[src/rtl/dsc_pkg.sv]
// ---------------------------------------------------------------------------
// dsc_pkg
// Shared definitions for the dual-slope conversion counter:
//   - default run-up length / full-scale and counter width
//   - FSM state encoding
//   - control bundle driven from the FSM into the counting sub-module
// ---------------------------------------------------------------------------
package dsc_pkg;

  localparam int unsigned DSC_FULL_COUNT = 32'd1000;
  localparam int unsigned DSC_CNT_W      = 32'd10;

  typedef enum logic [1:0] {
    ST_IDLE     = 2'b00,
    ST_RUN_UP   = 2'b01,
    ST_RUN_DOWN = 2'b10,
    ST_DONE     = 2'b11
  } dsc_state_e;

  // One cycle's worth of counter commands; priority clear > load_one > inc.
  // sat selects what inc does at terminal count: hold (1) or wrap to 0 (0).
  typedef struct packed {
    logic clear;
    logic load_one;
    logic inc;
    logic sat;
  } dsc_cnt_ctrl_t;

endpackage

[src/rtl/dsc_mod_counter.sv]
// ---------------------------------------------------------------------------
// dsc_mod_counter
// Up-counter used for both integration slopes.
// Ports:
//   clk      in  clock, rising edge
//   rst      in  synchronous active-high reset (count -> 0)
//   i_ctrl   in  clear / load-one / increment / saturate command bundle
//   o_count  out registered count value
//   o_tc     out terminal-count flag (count == FULL_COUNT-1)
// ---------------------------------------------------------------------------
module dsc_mod_counter
  import dsc_pkg::*;
#(
  parameter int unsigned FULL_COUNT = DSC_FULL_COUNT,
  parameter int unsigned CNT_W      = DSC_CNT_W
) (
  input  logic             clk,
  input  logic             rst,
  input  dsc_cnt_ctrl_t    i_ctrl,
  output logic [CNT_W-1:0] o_count,
  output logic             o_tc
);

  localparam logic [CNT_W-1:0] TC_VAL = CNT_W'(FULL_COUNT - 32'd1);

  logic [CNT_W-1:0] r_count;
  logic             w_tc;

  assign w_tc    = (r_count == TC_VAL);
  assign o_count = r_count;
  assign o_tc    = w_tc;

  // Count register: reset/clear to zero, load one on a new start, step otherwise
  always_ff @(posedge clk) begin
    if (rst) begin
      r_count <= {CNT_W{1'b0}};
    end else if (i_ctrl.clear) begin
      r_count <= {CNT_W{1'b0}};
    end else if (i_ctrl.load_one) begin
      r_count <= CNT_W'(1'b1);
    end else if (i_ctrl.inc) begin
      if (w_tc) begin
        // Run-down holds at full scale; run-up wraps to start run-down at 0.
        r_count <= i_ctrl.sat ? r_count : {CNT_W{1'b0}};
      end else begin
        r_count <= r_count + CNT_W'(1'b1);
      end
    end else begin
      r_count <= r_count;
    end
  end

endmodule

[src/rtl/dual_slope_counter.sv]
// ---------------------------------------------------------------------------
// dual_slope_counter
// Sequencer for a dual-slope ADC: times a fixed run-up of FULL_COUNT enabled
// cycles, pulses enb_machine when run-up ends, then counts run-down until the
// controller strobes ld, which latches the run-down count as the result.
// Ports:
//   clk          in  clock, rising edge
//   rst          in  synchronous active-high reset
//   clr          in  per-conversion clear (keeps result/result_valid)
//   enb_cnt      in  count enable
//   ld           in  capture strobe (honoured only during run-down)
//   result_ack   in  consumer acknowledge, clears result_valid
//   enb_machine  out one-cycle pulse at end of run-up
//   count        out live counter value
//   result       out latched run-down count
//   result_valid out result held and not yet acknowledged
//   overrange    out run-down hit full scale
// ---------------------------------------------------------------------------
module dual_slope_counter
  import dsc_pkg::*;
#(
  parameter int unsigned FULL_COUNT = DSC_FULL_COUNT,
  parameter int unsigned CNT_W      = DSC_CNT_W
) (
  input  logic             clk,
  input  logic             rst,
  input  logic             clr,
  input  logic             enb_cnt,
  input  logic             ld,
  input  logic             result_ack,
  output logic             enb_machine,
  output logic [CNT_W-1:0] count,
  output logic [CNT_W-1:0] result,
  output logic             result_valid,
  output logic             overrange
);

  dsc_state_e       r_state;
  logic             r_enb_machine;
  logic [CNT_W-1:0] r_result;
  logic             r_result_valid;
  logic             r_overrange;

  dsc_cnt_ctrl_t    w_ctrl;
  logic [CNT_W-1:0] w_count;
  logic             w_tc;
  logic             w_capture;

  // ld is honoured only in run-down and loses to clr.
  assign w_capture = ~clr & ld & (r_state == ST_RUN_DOWN);

  // Translate FSM state and controller inputs into counter commands
  always_comb begin
    w_ctrl = '{clear: 1'b0, load_one: 1'b0, inc: 1'b0, sat: 1'b0};
    if (clr) begin
      w_ctrl.clear = 1'b1;
    end else begin
      case (r_state)
        ST_IDLE, ST_DONE: begin
          w_ctrl.load_one = enb_cnt;
        end
        ST_RUN_UP: begin
          w_ctrl.inc = enb_cnt;
        end
        ST_RUN_DOWN: begin
          // A capture freezes the count so it matches the latched result.
          w_ctrl.inc = enb_cnt & ~ld;
          w_ctrl.sat = 1'b1;
        end
        default: begin
          w_ctrl.clear = 1'b1;
        end
      endcase
    end
  end

  dsc_mod_counter #(
    .FULL_COUNT (FULL_COUNT),
    .CNT_W      (CNT_W)
  ) u_counter (
    .clk     (clk),
    .rst     (rst),
    .i_ctrl  (w_ctrl),
    .o_count (w_count),
    .o_tc    (w_tc)
  );

  // Conversion FSM with registered pulse, flag and result outputs
  always_ff @(posedge clk) begin
    if (rst) begin
      r_state        <= ST_IDLE;
      r_enb_machine  <= 1'b0;
      r_result       <= {CNT_W{1'b0}};
      r_result_valid <= 1'b0;
      r_overrange    <= 1'b0;
    end else begin
      r_enb_machine <= 1'b0;

      if (clr) begin
        r_state     <= ST_IDLE;
        r_overrange <= 1'b0;
      end else begin
        case (r_state)
          ST_IDLE: begin
            if (enb_cnt) begin
              r_state <= ST_RUN_UP;
            end
          end
          ST_RUN_UP: begin
            if (enb_cnt && w_tc) begin
              r_state       <= ST_RUN_DOWN;
              r_enb_machine <= 1'b1;
            end
          end
          ST_RUN_DOWN: begin
            if (ld) begin
              r_state  <= ST_DONE;
              r_result <= w_count;
            end else if (enb_cnt && w_tc) begin
              r_overrange <= 1'b1;
            end
          end
          ST_DONE: begin
            if (enb_cnt) begin
              r_state     <= ST_RUN_UP;
              r_overrange <= 1'b0;
            end
          end
          default: begin
            r_state <= ST_IDLE;
          end
        endcase
      end

      // A fresh capture wins over an acknowledge in the same cycle.
      if (w_capture) begin
        r_result_valid <= 1'b1;
      end else if (result_ack) begin
        r_result_valid <= 1'b0;
      end
    end
  end

  assign enb_machine  = r_enb_machine;
  assign count        = w_count;
  assign result       = r_result;
  assign result_valid = r_result_valid;
  assign overrange    = r_overrange;

endmodule

[config.mk]
export PLATFORM = sky130hd
export DESIGN_NAME = dual_slope_counter
export DESIGN_NICKNAME = d
export VERILOG_FILES = /design/src/rtl/dsc_pkg.sv /design/src/rtl/dsc_mod_counter.sv /design/src/rtl/dual_slope_counter.sv
export SDC_FILE = /design/constraint.sdc
export NUM_CORES = 1
export LEC_CHECK = 0
export BUFFER_PORTS_ARGS = -buffer_cell sky130_fd_sc_hd__buf_4
export CAP_MARGIN = 20
export CORE_MARGIN = 10
export CORE_UTILIZATION = 56
export DETAILED_ROUTE_END_ITERATION = 8
export PLACE_DENSITY = 0.85
export SLEW_MARGIN = 20
export SYNTH_ARGS = -nofsm -noshare
export SYNTH_HDL_FRONTEND = slang
export SYNTH_HIERARCHICAL = 1
export SYNTH_SLANG_ARGS = --single-unit
[constraint.sdc]
create_clock -name clk -period 3.7 [get_ports clk]
set_clock_uncertainty 0.1 [all_clocks]
set_input_delay 0.185 -clock clk [delete_from_list [all_inputs] [get_ports clk]]
set_output_delay 0.185 -clock clk [all_outputs]
set_load 0.05 [all_outputs]
==> results.md, run 1 <==
Layout:
- The final layout contains 175 nets.
- After filler insertion, the fill cell instance count of the layout stands at 159.
- The area growth from synthesis to layout is 22.1%.
- The multi-input combinational cells in the finished layout cover a total of 668 um^2.
- The share of cells above drive strength 1 is 22.1%.
- The number of antenna repair diodes is 0.
- The area taken by flip-flops and latches is 500 um^2.
- The count of cells in the finished layout, fillers not included, comes to 190.
- The final standard cell area without fillers is 1480 um^2.
- The fraction of the core area covered by cells at the end of the flow is 73.9%.

Power and ir drop:
- The internal power is 0.330 mW.
- The proportion of power drawn by the clock network is 27.2%.
- The switching power is 0.102 mW.
- Dividing total power by cell area gives a power density of 292 nW/um^2.
- In this run the static leakage power is 0.658 nW.
- In this run, flip-flops and latches consume 63.4% of the power.
- The design draws 0.433 mW.
- The share of total power dissipated in combinational logic is 9.4%.
- VDD sags by at most 269 uV.
- The switching fraction of total power is 23.6%.

Floorplanning:
- The floorplan has 16 rows.
- For this configuration, the core starts out at a cell density of 60.5%.
- The die covers 4420 um^2.
- The core region is 2000 um^2.
- The floorplan step set the die height to 66.5 um.
- The die span in x is 66.5 um.
- The I/O pin count is 29.

Timing:
- The worst path meets setup with 1.47 ns of slack.
- Setup repair after global routing left no endpoint under its margin.
- Based on the critical path, the design can be clocked at up to 448 MHz.
- The smallest clock period supported by the final layout is computed as 2.23 ns.
- The worst max-slew margin expressed relative to the limit is 50.3%.
- The slew of the pin with the lowest slew margin is 0.744 ns.
- The worst hold slack is 0.0242 ns.
- The total count of max-transition violations in the final report is 0.
- The final critical path takes up 60.3% of the cycle.
- The count of final hold-check violations is 0.
- Setup total negative slack on the finished layout was measured at 0 ns.
- The final setup violation count is 0.

Global route:
- The maximum number of pins on one net before global-route repair is 16.
- The via count of the first global-routing pass is 1078.
- The met2 track demand over resource in global routing is 25.0%.
- The first global-routing pass estimated 4970 um of wire.
- The peak-usage layer in the global routing report is met2.
- The met3 track demand over resource in global routing is 3.85%.
- Global routing consumed, on the met1 layer, 15.0% of the routing resources.
- Global routing finished with a remaining overflow of 0.
- The global routing usage summed across all routing layers is 14.0%.
- The initial antenna violation count is 0.

Logic synthesis:
- The count of distinct cell types in the synthesized netlist is 36.
- The post-synthesis sequential area ratio is 41.3%.
- The register bit total from synthesis is 25.
- In this run, synthesis inferred 0 flip-flops with an integrated enable.
- Among all flip-flop cells after synthesis, the most frequent one is sky130_fd_sc_hd__dfxtp_1.
- The synthesized instance count is 133.
- The net count of the mapped netlist is 144.
- The synthesized netlist occupies a cell area of 1210 um^2.
- The share of synthesized registers carrying an async set or reset is 0%.
- Yosys printed 6 warnings.
- Dividing the synthesized area by the synthesized cell count gives 9.11 um^2.

Run:
- Max-cap violations in this run came to 0.

Placement:
- Once placement finished, the instance area stood at 1440 um^2.
- After detailed placement, the design holds a cell count of 185.
- Detailed placement finished with a half-perimeter wire length of 2230 um.
- The count of input and output buffers is 28.
- The setup slack at placement is 1.55 ns.
- The weighted congestion reported at the end of routability-driven placement is 0.876.

Critical path:
- The critical path launch point type is a register.
- The critical-path maximum fanout is 10.
- The required time of the critical path is 3.81 ns.
- The nature of the critical path endpoint is a register.
- STA puts the critical path data arrival time at 2.34 ns.
- The critical path is of the reg -> reg type.

Clocking:
- The number of setup buffers added after CTS is 0.
- No sink is reached through more buffers than the 2 on the longest clock path.
- Clock-pin slew was measured on the worst setup and hold paths at 0.13 ns.
- The later-pin clock latency in the skew report is 0.31 ns.
- The post-CTS resize count is 0.
- The TritonCTS clock tree is built.
- The CTS H-tree depth is 1.
- The number of clock sinks seen by CTS is 25.
- The root buffer cell chosen for the clock tree is sky130_fd_sc_hd__clkbuf_4.
- The total clock buffers created by CTS is 3.

Drt:
- The remaining routing DRC violations is 0.
- After detailed routing, the number of vias per cell comes to 5.75.
- The final route contains 1093 vias.
- In the final routed layout, each cell accounts on average for 15.9 um.
- The first-iteration detailed-routing DRC count is 59.
- The overall routed net length is 3010 um.
- The first-pass detailed-route iteration total is 4.
- The detail route stage leaves a number of antenna-violating nets equal to 0.

Outcome:
- The run finished with clean final reports.

Worst hold path:
- The worst min-delay path category is in -> reg.
[worst paths after layout]
path	start	depth (start not counted)	endpoint	slack [ns]
worst max-delay path	r_state[0]$_SDFFE_PP0P_	8	u_counter/o_count[8]$_SDFFE_PP0P_	1.47
worst max register to register	r_state[0]$_SDFFE_PP0P_	8	u_counter/o_count[8]$_SDFFE_PP0P_	1.47
worst min-delay path	result_ack	3	result_valid$_SDFFE_PP0P_	0.02
worst min register to register	result_valid$_SDFFE_PP0P_	2	result_valid$_SDFFE_PP0P_	0.40
[state kept, by name, summed over array words and instances (netlist names)]
signal,cells
result_valid,1
u_counter/o_count,10
enb_machine,1
r_state,2
result,10
overrange,1
[final cells by class]
cell class | count | share of cell area [%]
inverters | 6 | 1.52
repair buffers | 30 | 15.4
flip-flops and latches | 25 | 33.8
well taps | 27 | 2.28
clock buffers | 4 | 1.78
multi-input cells | 98 | 45.2
[cells in the final DEF (no fill, tap or decap)]
cell / instances
sky130_fd_sc_hd__a41oi_1: 2
sky130_fd_sc_hd__a221oi_2: 1
sky130_fd_sc_hd__o21ai_1: 1
sky130_fd_sc_hd__xnor2_1: 2
sky130_fd_sc_hd__o41ai_2: 1
sky130_fd_sc_hd__inv_1: 6
sky130_fd_sc_hd__nand2b_1: 4
sky130_fd_sc_hd__ha_1: 5
sky130_fd_sc_hd__nand4b_1: 1
sky130_fd_sc_hd__nor2b_1: 4
sky130_fd_sc_hd__nand4bb_1: 1
sky130_fd_sc_hd__a311oi_1: 1
sky130_fd_sc_hd__or3_4: 1
sky130_fd_sc_hd__nor3_1: 7
sky130_fd_sc_hd__a21boi_1: 2
sky130_fd_sc_hd__dfxtp_1: 25
sky130_fd_sc_hd__a41o_1: 1
sky130_fd_sc_hd__nand3_1: 2
sky130_fd_sc_hd__o211a_1: 1
sky130_fd_sc_hd__a31oi_1: 3
sky130_fd_sc_hd__o21ai_0: 3
sky130_fd_sc_hd__clkbuf_4: 3
sky130_fd_sc_hd__nand3b_1: 3
sky130_fd_sc_hd__a21oi_1: 5
sky130_fd_sc_hd__a21boi_0: 1
sky130_fd_sc_hd__nand2_1: 7
sky130_fd_sc_hd__nor3b_1: 3
sky130_fd_sc_hd__buf_4: 29
sky130_fd_sc_hd__mux2i_1: 10
sky130_fd_sc_hd__dlygate4sd3_1: 1
sky130_fd_sc_hd__a32oi_1: 1
sky130_fd_sc_hd__or3b_4: 1
sky130_fd_sc_hd__a211oi_1: 1
sky130_fd_sc_hd__or3_1: 3
sky130_fd_sc_hd__nand4_1: 2
sky130_fd_sc_hd__nor2_1: 18
sky130_fd_sc_hd__clkbuf_1: 1
[layer usage]
layer	part of all wire, %	wire, um
met1	41	1230
met2	51	1530
met3	6.1	184
met4	2.2	65
met5	0	0
[power by group through the flow]
stage | registers, mW | clock network (mW) | logic, mW
after global routing | 0.275 | 0.131 | 0.0438
after detailed placement | 0.280 | 0 | 0.0386
after global placement | 0.280 | 0 | 0.0366
after floorplan | 0.282 | 0 | 0.0237
after CTS | 0.274 | 0.121 | 0.0396
final | 0.274 | 0.118 | 0.0406
[critical path: stages, from the launching register on]
cell,delay (ns)
sky130_fd_sc_hd__dfxtp_1,0.40
sky130_fd_sc_hd__inv_1,0.08
sky130_fd_sc_hd__ha_1,0.34
sky130_fd_sc_hd__nor3_1,0.20
sky130_fd_sc_hd__buf_4,0.20
sky130_fd_sc_hd__nand3_1,0.12
sky130_fd_sc_hd__nor2_1,0.24
sky130_fd_sc_hd__a41oi_1,0.15
sky130_fd_sc_hd__a311oi_1,0.30
[Yosys cell counts (all sizes together), types with 2 or more instances]
| library cell | number | area (um^2) |
|---|---|---|
| dfxtp | 25 | 500 |
| nor2 | 18 | 67.6 |
| mux2i | 10 | 100 |
| nand2 | 7 | 26.3 |
| nor3 | 7 | 35.0 |
| inv | 6 | 22.5 |
| a21oi | 5 | 25.0 |
| ha | 5 | 62.6 |
| nand2b | 4 | 25.0 |
| nor2b | 4 | 25.0 |
| o21ai | 4 | 20.0 |
| or3 | 4 | 30.0 |
| a21boi | 3 | 22.5 |
| a31oi | 3 | 18.8 |
| nand3b | 3 | 22.5 |
| nor3b | 3 | 22.5 |
| a41oi | 2 | 17.5 |
| buf | 2 | 12.5 |
| clkbuf | 2 | 7.51 |
| nand3 | 2 | 10.0 |
| nand4 | 2 | 12.5 |
| xnor2 | 2 | 17.5 |
[cells by family (layout without fill, tap and decap cells)]
family / count (synthesis) / in the layout / synth area share (%)
AO/OA/AOI/OAI: 24 / 24 / 14.9
XOR/XNOR: 2 / 2 / 1.45
AND/OR/NAND/NOR: 57 / 57 / 25.4
flip-flops: 25 / 25 / 41.3
adder cells (fa/ha/maj): 5 / 5 / 5.17
buffers and inverters: 10 / 40 / 3.51
multiplexers: 10 / 10 / 8.26
[repair_timing]
action / CTS / global route
endpoints found under the hold margin: 1 / 0
hold buffers: 1 / 0
setup endpoints to repair: 0 / 0
(Power assumes the default switching activity.)
==> run 2, diff against run 1 <==
- CORE_UTILIZATION: 56 -> 47
- PLACE_DENSITY: 0.85 -> 0.76
- clock period: 3.7 -> 1.9 ns (I/O delays scaled with it)
==> run 2 against run 1 <==
Compared with the run above: clock power grew 110%; cell count grew 13%; non-clock buffer count grew 22; setup slack lost 1.4 ns; global-route usage shrank 1.0 points; core utilization shrank 4.3 points; die area grew 13%; first-iteration DRC count shrank 1.7%; cell area grew 17%; sequential share of layout area shrank 3.5 points; clock-buffer cell count is the same; critical path type unchanged; largest power group unchanged.
==> results.md, run 2 (synthesis results as in run 1) <==
Timing:
- For the pin with the worst max-slew slack, the measured transition is 0.364 ns.
- The final critical-path setup slack is 0.0558 ns.
- The post-route fraction of the period consumed by the critical path is 97.1%.
- Setup repair after global routing could not meet its margin everywhere.
- The shortest period the worst path allows is 1.84 ns.
- Across all hold checks on the routed design, the worst slack comes to 0.0369 ns.
- The worst max-slew margin expressed relative to the limit is 75.7%.
- Setup violations remaining at the end of the flow were counted as 0.
- Timing would allow up to 542 MHz.
- The total count of max-transition violations in the final report is 0.
- The count of final hold-check violations is 0.

Clocking:
- The CTS H-tree depth is 1.
- TritonCTS built the clock tree.
- After clock tree synthesis, the clock-pin slew on the worst setup and hold paths is 0.14 ns.
- The total clock buffers created by CTS is 3.
- Clock tree synthesis found a total of 25 sinks.
- The maximum buffer depth of the clock tree is 2.
- The later-pin clock latency in the skew report is 0.33 ns.
- The root buffer cell chosen for the clock tree is sky130_fd_sc_hd__clkbuf_4.

Layout:
- At the end of the flow, the number of nets in the layout was 197.
- In the final layout, the share of cells above drive strength 1 is 39.5%.
- The library cell used most frequently in the layout, excluding fill and tap cells, is sky130_fd_sc_hd__buf_4.
- 0 antenna diodes ended up in the layout.
- The fraction of the core area covered by cells at the end of the flow is 69.6%.
- Leaving out fill and tap cells, the most frequent cells in the layout are sky130_fd_sc_hd__buf_4 (47), sky130_fd_sc_hd__nor2_1 (17), sky130_fd_sc_hd__dfxtp_1 (13).
- After the flow finishes, the layout carries non-filler instances totaling 215.
- Compared with the post-synthesis result, the final layout area differs by 42.4%.

Placement:
- The count of input and output buffers is 28.
- After legalization and detailed placement, the total HPWL measured 2590 um.
- The setup slack at placement is -0.0163 ns.
- The weighted congestion reported at the end of routability-driven placement is 0.872.
- The number of placed instances, taps included is 203.

Global route:
- The initial antenna violation count was 0.
- In the global route stage, met2 resource usage came out at 20.3%.
- The peak-usage layer in the global routing report is met2.
- The global-route wire length before repair is 5400 um.
- Global routing consumed, on the met1 layer, 14.7% of the routing resources.
- Entering global routing, the biggest net connects 16 pins.
- The via count of the first global-routing pass is 1189.
- The met3 track demand over resource in global routing is 4.04%.
- The global routing usage summed across all routing layers is 12.9%.
- The aggregate global routing overflow is 0.

Floorplanning:
- The area of the core region is 2480 um^2.
- The die outline area is 5010 um^2.
- Measured along the x axis, the die boundary spans 70.8 um.
- The initial core utilization is 48.9%.
- The floorplan step set the die height to 70.8 um.
- After floorplanning, the core was divided into 18 placement rows.
- In this run the count of I/O pins placed on the die edge is 29.

Critical path:
- The worst setup path is launched from a register.
- The nature of the critical path endpoint is a register.
- Along the worst path, the maximum fanout reaches 5.
- For the worst setup path, the data required time is 2.08 ns.
- The critical path goes through or3b_4, or3_4, inv_4, nand2_1, a211oi_2, o211a_1.
- At the worst endpoint, the arrival time is 2.03 ns.
- The slowest library cell on the worst path is sky130_fd_sc_hd__or3b_4.
- The worst setup path is of the reg -> reg kind.
- The number of buffers and inverters on the critical path is 1.
- The dominant delay contributor by cell family on the critical path is simple AND/OR/NAND/NOR gates.
- The largest incremental delay on the critical path is 0.40 ns.

Drt:
- The count of nets left with antenna violations once routing finished came out at 0.
- The overall routed net length is 3460 um.
- The first-pass detailed-route iteration total is 4.
- The ratio of routed vias to standard cells is 5.68.
- Dividing the detail-routed wire length by the instance count gives 16.1 um.
- The first-iteration detailed-routing DRC count is 58.
- The number of vias in the routed layout is 1221.
- The remaining routing DRC violations is 0.

Power and ir drop:
- Dividing total power by cell area gives a power density of 511 nW/um^2.
- The power consumption is 0.881 mW.
- The reported leakage power is 0.776 nW.
- VDD sags by at most 472 uV.

Outcome:
- The flow ran to the end, and the final reports show no timing, DRC or antenna violations.

Worst hold path:
- The tightest min-delay check is of the in -> reg type.

Run:
- The max capacitance violation total is 0.
## run 2: final timing paths
path	from	end	slack (ns)	cells after the start
hold / removal	ld	r_state[0]$_SDFFE_PP0P_	0.04	4
setup reg to reg	u_counter/o_count[9]$_SDFFE_PP0P_	r_state[1]$_SDFFE_PP0P_	0.06	6
setup / recovery	u_counter/o_count[9]$_SDFFE_PP0P_	r_state[1]$_SDFFE_PP0P_	0.06	6
hold reg to reg	result[1]$_SDFFE_PP0P_	result[1]$_SDFFE_PP0P_	0.42	2
## run 2: per-layer routing
metal,vias up,share of wire [%]
li1,584,-
met1,575,45
met2,51,44
met3,11,8.5
met4,0,3.2
met5,-,0
## run 2: repair_timing
action,CTS,global route
pin swaps,0,5
setup buffers,0,3
setup endpoints to repair,5,11
hold endpoints to repair,17,0
resized for setup,3,7
hold buffers,5,0
## run 2: per-stage QoR
step	TNS, ns	cell area (um^2)
after floorplan	0	1260
after global placement	-0.00558	1590
after detailed placement	-0.0163	1590
after CTS	0	1690
after global routing	-0.0339	1720
final	0	1720
## run 2: tightest hold or removal path, delay by kind of cell
kind / cells / cell delay, ns
compound gates: 2 / 0.18
buf+inv: 1 / 0.09
simple gates: 1 / 0.08
## run 2: area by class of cell
type | instances | area [um^2]
fillers | 174 | 753
flip-flops and latches | 25 | 523
well taps | 30 | 37.5
repair buffers | 52 | 403
inverters | 6 | 25.0
clock buffers | 4 | 26.3
multi-input cells | 98 | 709
## run 2: report_power, final
part	leakage, nW	internal, mW	switching [mW]	total (mW)
Sequential	0.208	0.525	0.00617	0.531
Combinational	0.553	0.0512	0.0501	0.101
Clock	0.0150	0.0825	0.166	0.248
Total	0.776	0.659	0.222	0.881
